==> config.mk <==
export PLATFORM = sky130hd
export DESIGN_NAME = int_ctrl_multi
export DESIGN_NICKNAME = d
export VERILOG_FILES = /design/src/rtl/int_ctrl_multi.sv
export SDC_FILE = /design/constraint.sdc
export NUM_CORES = 1
export LEC_CHECK = 0
export CAP_MARGIN = 5
export CORE_MARGIN = 10
export CORE_UTILIZATION = 53
export DETAILED_ROUTE_END_ITERATION = 8
export PLACE_DENSITY = 0.89
export SYNTH_ARGS = -nofsm -noshare
export SYNTH_HDL_FRONTEND = slang
export SYNTH_SLANG_ARGS = --single-unit
==> constraint.sdc <==
create_clock -name clk -period 3.6 [get_ports clk]
set_clock_uncertainty 0.1 [all_clocks]
set_input_delay 0.36 -clock clk [delete_from_list [all_inputs] [get_ports clk]]
set_output_delay 0.36 -clock clk [all_outputs]
set_load 0.02 [all_outputs]
==> src/rtl/int_ctrl_multi.sv <==
// int_ctrl_multi: multi-source interrupt controller.
// Synchronises NUM_SRC asynchronous interrupt lines, latches them per source
// as edge or level pendings, masks them with ENABLE and presents the
// lowest-index eligible source to the core as a single request with a
// vector-table address. One interrupt is in flight at a time: the request is
// held until int_ack, and the source stays in service until rti_done.
module int_ctrl_multi #(
  parameter int                NUM_SRC     = 4,
  parameter int                DATA_W      = 8,
  parameter logic [DATA_W-1:0] VEC_BASE    = 8'h01,
  parameter int                SYNC_STAGES = 2
) (
  input  logic               clk,
  input  logic               rst,
  input  logic [NUM_SRC-1:0] irq_in,
  input  logic               cfg_we,
  input  logic [1:0]         cfg_addr,
  input  logic [DATA_W-1:0]  cfg_wdata,
  output logic [DATA_W-1:0]  cfg_rdata,
  output logic               int_out,
  input  logic               int_ack,
  output logic [DATA_W-1:0]  vec_addr,
  input  logic               rti_done,
  output logic               busy
);

  localparam int ID_W = (NUM_SRC > 1) ? $clog2(NUM_SRC) : 1;

  localparam logic [1:0] ADDR_ENABLE = 2'd0;
  localparam logic [1:0] ADDR_MODE   = 2'd1;
  localparam logic [1:0] ADDR_PEND   = 2'd2;
  localparam logic [1:0] ADDR_STATUS = 2'd3;

  typedef enum logic [1:0] {
    ST_IDLE = 2'd0,
    ST_REQ  = 2'd1,
    ST_SVC  = 2'd2
  } state_t;

  // Lowest-index set bit of a request vector (zero when none is set).
  function automatic logic [ID_W-1:0] lowest_set(input logic [NUM_SRC-1:0] v);
    logic [ID_W-1:0] r;
    r = '0;
    for (int i = NUM_SRC - 1; i >= 0; i--) begin
      r = v[i] ? ID_W'(i) : r;
    end
    return r;
  endfunction

  // Synchroniser and edge detector
  logic [SYNC_STAGES-1:0][NUM_SRC-1:0] sync_q;
  logic [NUM_SRC-1:0]                  prev_q;
  logic [NUM_SRC-1:0]                  sync_s;
  logic [NUM_SRC-1:0]                  edge_s;

  // Configuration and pending registers
  logic [NUM_SRC-1:0] enable_q, enable_d;
  logic [NUM_SRC-1:0] mode_q, mode_d;
  logic [NUM_SRC-1:0] pend_q, pend_d;

  // Arbitration / FSM
  state_t             state_q;
  logic [ID_W-1:0]    id_q;
  logic [DATA_W-1:0]  vec_addr_q;
  logic               int_out_q;
  logic               busy_q;
  logic [NUM_SRC-1:0] eligible_s;
  logic [ID_W-1:0]    win_s;
  logic [NUM_SRC-1:0] ack_clr_s;

  // Register read path
  logic [DATA_W-1:0]  status_s;
  logic [DATA_W-1:0]  rdata_d;
  logic [DATA_W-1:0]  cfg_rdata_q;

  logic en_wr_s, mode_wr_s, pend_wr_s;
  logic [NUM_SRC-1:0] wdata_src_s;

  assign sync_s      = sync_q[SYNC_STAGES-1];
  assign edge_s      = sync_s & ~prev_q;
  assign en_wr_s     = cfg_we && (cfg_addr == ADDR_ENABLE);
  assign mode_wr_s   = cfg_we && (cfg_addr == ADDR_MODE);
  assign pend_wr_s   = cfg_we && (cfg_addr == ADDR_PEND);
  assign wdata_src_s = cfg_wdata[NUM_SRC-1:0];
  assign eligible_s  = pend_q & enable_q;
  assign win_s       = lowest_set(eligible_s);

  // Upper write-data bits carry no configuration when NUM_SRC < DATA_W.
  generate
    if (NUM_SRC < DATA_W) begin : g_wdata_pad
      logic wdata_unused_s;
      assign wdata_unused_s = ^cfg_wdata[DATA_W-1:NUM_SRC];
    end
  endgenerate

  // Shift raw lines through the synchroniser, then keep one delayed copy for edge detection.
  always_ff @(posedge clk or posedge rst) begin
    if (rst) begin
      sync_q <= '0;
      prev_q <= '0;
    end else begin
      sync_q <= {sync_q[SYNC_STAGES-2:0], irq_in};
      prev_q <= sync_s;
    end
  end

  // Pending-clear request from the core accepting the latched source.
  always_comb begin
    ack_clr_s = '0;
    if ((state_q == ST_REQ) && int_ack) begin
      ack_clr_s[id_q] = 1'b1;
    end else begin
      ack_clr_s = '0;
    end
  end

  // Next ENABLE/MODE from full-width config writes.
  always_comb begin
    if (en_wr_s) begin
      enable_d = wdata_src_s;
    end else begin
      enable_d = enable_q;
    end
    if (mode_wr_s) begin
      mode_d = wdata_src_s;
    end else begin
      mode_d = mode_q;
    end
  end

  // Next PEND: level sources track the synced line; edge sources latch, with a new edge beating any clear.
  always_comb begin
    pend_d = pend_q;
    for (int i = 0; i < NUM_SRC; i++) begin
      if (!mode_q[i]) begin
        // Switching level->edge discards the level state; only a coincident edge survives.
        if (mode_wr_s && wdata_src_s[i]) begin
          pend_d[i] = edge_s[i];
        end else begin
          pend_d[i] = sync_s[i];
        end
      end else begin
        if (edge_s[i]) begin
          pend_d[i] = 1'b1;
        end else if ((pend_wr_s && wdata_src_s[i]) || ack_clr_s[i]) begin
          pend_d[i] = 1'b0;
        end else begin
          pend_d[i] = pend_q[i];
        end
      end
    end
  end

  // Configuration and pending state registers.
  always_ff @(posedge clk or posedge rst) begin
    if (rst) begin
      enable_q <= '0;
      mode_q   <= '0;
      pend_q   <= '0;
    end else begin
      enable_q <= enable_d;
      mode_q   <= mode_d;
      pend_q   <= pend_d;
    end
  end

  // Request/service FSM with registered core-side outputs.
  always_ff @(posedge clk or posedge rst) begin
    if (rst) begin
      state_q    <= ST_IDLE;
      id_q       <= '0;
      vec_addr_q <= VEC_BASE;
      int_out_q  <= 1'b0;
      busy_q     <= 1'b0;
    end else begin
      case (state_q)
        ST_IDLE: begin
          if (|eligible_s) begin
            state_q    <= ST_REQ;
            id_q       <= win_s;
            vec_addr_q <= VEC_BASE + DATA_W'(win_s);
            int_out_q  <= 1'b1;
            busy_q     <= 1'b1;
          end else begin
            int_out_q  <= 1'b0;
            busy_q     <= 1'b0;
          end
        end
        ST_REQ: begin
          // Acknowledge takes precedence over a simultaneous withdrawal.
          if (int_ack) begin
            state_q   <= ST_SVC;
            int_out_q <= 1'b0;
            busy_q    <= 1'b1;
          end else if (!eligible_s[id_q]) begin
            state_q   <= ST_IDLE;
            int_out_q <= 1'b0;
            busy_q    <= 1'b0;
          end else begin
            int_out_q <= 1'b1;
            busy_q    <= 1'b1;
          end
        end
        ST_SVC: begin
          int_out_q <= 1'b0;
          if (rti_done) begin
            state_q <= ST_IDLE;
            busy_q  <= 1'b0;
          end else begin
            busy_q  <= 1'b1;
          end
        end
        default: begin
          state_q   <= ST_IDLE;
          int_out_q <= 1'b0;
          busy_q    <= 1'b0;
        end
      endcase
    end
  end

  // STATUS word: {busy, in_service, id}, zero-padded.
  always_comb begin
    status_s = '0;
    status_s[ID_W+1:0] = {busy_q, (state_q == ST_SVC), id_q};
  end

  // Read-data mux for the addressed register.
  always_comb begin
    rdata_d = '0;
    case (cfg_addr)
      ADDR_ENABLE: rdata_d[NUM_SRC-1:0] = enable_q;
      ADDR_MODE:   rdata_d[NUM_SRC-1:0] = mode_q;
      ADDR_PEND:   rdata_d[NUM_SRC-1:0] = pend_q;
      ADDR_STATUS: rdata_d = status_s;
      default:     rdata_d = '0;
    endcase
  end

  // Registered read data, one cycle behind cfg_addr.
  always_ff @(posedge clk or posedge rst) begin
    if (rst) begin
      cfg_rdata_q <= '0;
    end else begin
      cfg_rdata_q <= rdata_d;
    end
  end

  assign cfg_rdata = cfg_rdata_q;
  assign int_out   = int_out_q;
  assign vec_addr  = vec_addr_q;
  assign busy      = busy_q;

endmodule

==> reports/metrics.yaml <==
status: "finished, final reports clean"
place.gp.congestion: 0.8501
grt_pass1_vias: 1168
crit_buf_inv: 1
wire_per_inst_um: 16.84
drive_gt1_frac: 0.1304
antenna_left: 0
power_mw: 1.178
num_vias: 1091
synth_cell_types: 37
io_pins: 37
fmax_mhz: 514.9
antenna_cells: 0
remaining_drc_errors: 0
cap_viol_max_count: 0
die_h_um: 75.66
vdd.ir_drop.worst_v: 0.0003186
drtIter0Drc: 86
numCtsBuffers: 5
core_um2: 3003
cp_top_family: "buffers and inverters"
max_stage_delay_ns: 0.60
syn-mean-instance-area_um2: 12.25
period_needed_ns: 1.942
reg2reg_slack_ns: 1.91
power.density_nw_per_um2: 617.1
first_pass_iters: 4
crit_fanout: 2
syn_area_um2: 1642
clk_pin_slew_ns: 0.11
start_kind: "flop"
fin_crit_sh: 0.5395
cts_root_buf: "clkbuf_4"
cts.repair.resized: 0
min_from: "sync_q[2]"
grt_overflow: 0
worstHoldPathType: "flop to flop"
num_rows: 20
die-area_um2: 5724
finalMaxSlewViolations: 0
start_util: 0.5467
clock-sinks: 37
cp.arrival_ns: 1.48
leakage_nw: 0.8636
grt_util_all_layers: 0.1243
mostFrequentLayoutCells: "36 x dfrtp_1, 23 x clkdlybuf4s50_1, 19 x nand2_1"
h-tree-depth: 2
crit_chain: "clkdlybuf4s50_1"
grt_pass1_wl_um: 5195
cts_tree: "yes"
clock_latency_ns: 0.34
crit_path_start: "vec_addr[0]"
dp.cells: 186
criticalPathCategory: "flop to output pin"
crit_slowest_cell: "clkdlybuf4s50_1"
syn_inst: 134
final_cells: 194
viasPerCell: 5.624
rsz0062_at_grt: "false"
postLayoutCoreUtil: 0.6358
area_growth_pct: 16.31
grt_start_max_net_pins: 38
ys_ff_latch: 37
nNetsFinal: 180
place_hpwl_um: 2484
routed_wl_um: 3266
yosysWarnings: 0
setup_viol: 0
timing.rr.start: "pend_q[3]"
dieWidth_um: 75.66
antenna_found_initial: 0
clockBufferDepth: 2
yosysSeqAreaShare: 0.5648
cts_setup_buffers: 0
tns_ns: 0
required_ns: 3.14
cp-end-kind: "output pin"
port_buffers: 23
layout.cells.most_common: "dfrtp_1"
hold_buffers: 0
finalHoldViolCount: 0
-- sequential cells by signal, summed over array words and instances, names as in the netlist, 2 cells and up --
signal and flops:
mode_q 4, sync_s 4, prev_q 4, enable_q 4, state_q 2, cfg_rdata 4
id_q 2, vec_addr 3, sync_q 4, pend_q 4
-- routing by layer --
| layer | vias up | GRT usage | wire length [um] |
|---|---|---|---|
| li1 | 504 | - | - |
| met1 | 548 | 0.1177 | 1188 |
| met2 | 35 | 0.2210 | 1734 |
| met3 | 4 | 0.06120 | 303 |
| met4 | 0 | 0.05567 | 40 |
| met5 | - | 0 | 0 |
-- Yosys cell counts --
master,instances,share of area
dfrtp_1,36,0.55
nand2_1,19,0.043
buf_4,10,0.046
a21oi_1,6,0.018
inv_1,6,0.014
mux2_2,6,0.041
nand3_1,5,0.015
o21ai_0,4,0.012
and3b_1,3,0.016
buf_2,3,0.0091
o21ai_1,3,0.0091
a22o_4,2,0.021
a32oi_1,2,0.011
mux4_1,2,0.032
mux4_2,2,0.027
nand3b_1,2,0.0091
o211ai_1,2,0.0091
o31ai_1,2,0.0091
a21boi_1,1,0.0046
a21o_1,1,0.0046
and2_1,1,0.0038
and2b_2,1,0.0053
and3_1,1,0.0038
conb_1,1,0.0023
dfstp_2,1,0.016
ha_1,1,0.0076
nand2b_1,1,0.0038
nor2_4,1,0.0069
nor2b_1,1,0.0038
nor3_1,1,0.0030
nor3b_1,1,0.0046
nor3b_2,1,0.0076
o2111ai_1,1,0.0053
o21a_1,1,0.0046
o21ai_4,1,0.0099
o2bb2ai_1,1,0.0053
or3b_1,1,0.0053
-- cell type report --
| class | count | area, um2 |
|---|---|---|
| Multi-Input combinational cell | 86 | 631.9 |
| Timing Repair Buffer | 24 | 237.7 |
| Sequential cell | 37 | 927.1 |
| Clock buffer | 8 | 48.80 |
| Inverter | 6 | 22.52 |
| Tap cell | 33 | 41.29 |
| Fill cell | 247 | 1094 |
-- report_power, final --
group	total [mW]	switching [mW]	internal, mW
registers	0.597	0.0917	0.505
clock network	0.200	0.122	0.0778
logic	0.381	0.186	0.195
-- logic make-up after synthesis --
kind of cell / share of synthesized area
and+or+nand+nor: 0.1319
DFF: 0.5648
muxes: 0.1006
other: 0.002284
adders and majority gates: 0.007621
buffers and inverters: 0.06859
AOI/OAI and AO/OA: 0.1242
-- worst paths after layout --
| path | end | depth (start not counted) |
|---|---|---|
| hold / removal | sync_s[2] | 0 |
| min in group asynchronous | enable_q[2] | 3 |
| setup reg to reg | vec_addr[1] | 4 |
| hold reg to reg | sync_s[2] | 0 |
| setup / recovery | vec_addr[0] | 1 |
| max in group asynchronous | vec_addr[0] | 3 |
-- metrics by stage --
stage	setup slack [ns]	instance area [um2]	hold WS, ns
floorplan	2.019	1672	0.2312
CTS	1.634	1909	0.2580
finish	1.658	1909	0.2552
global placement	1.622	1861	0.2320
detailed placement	1.570	1861	0.2347
global route	1.596	1909	0.2650
Note: power is estimated with default switching activity, not from simulation.
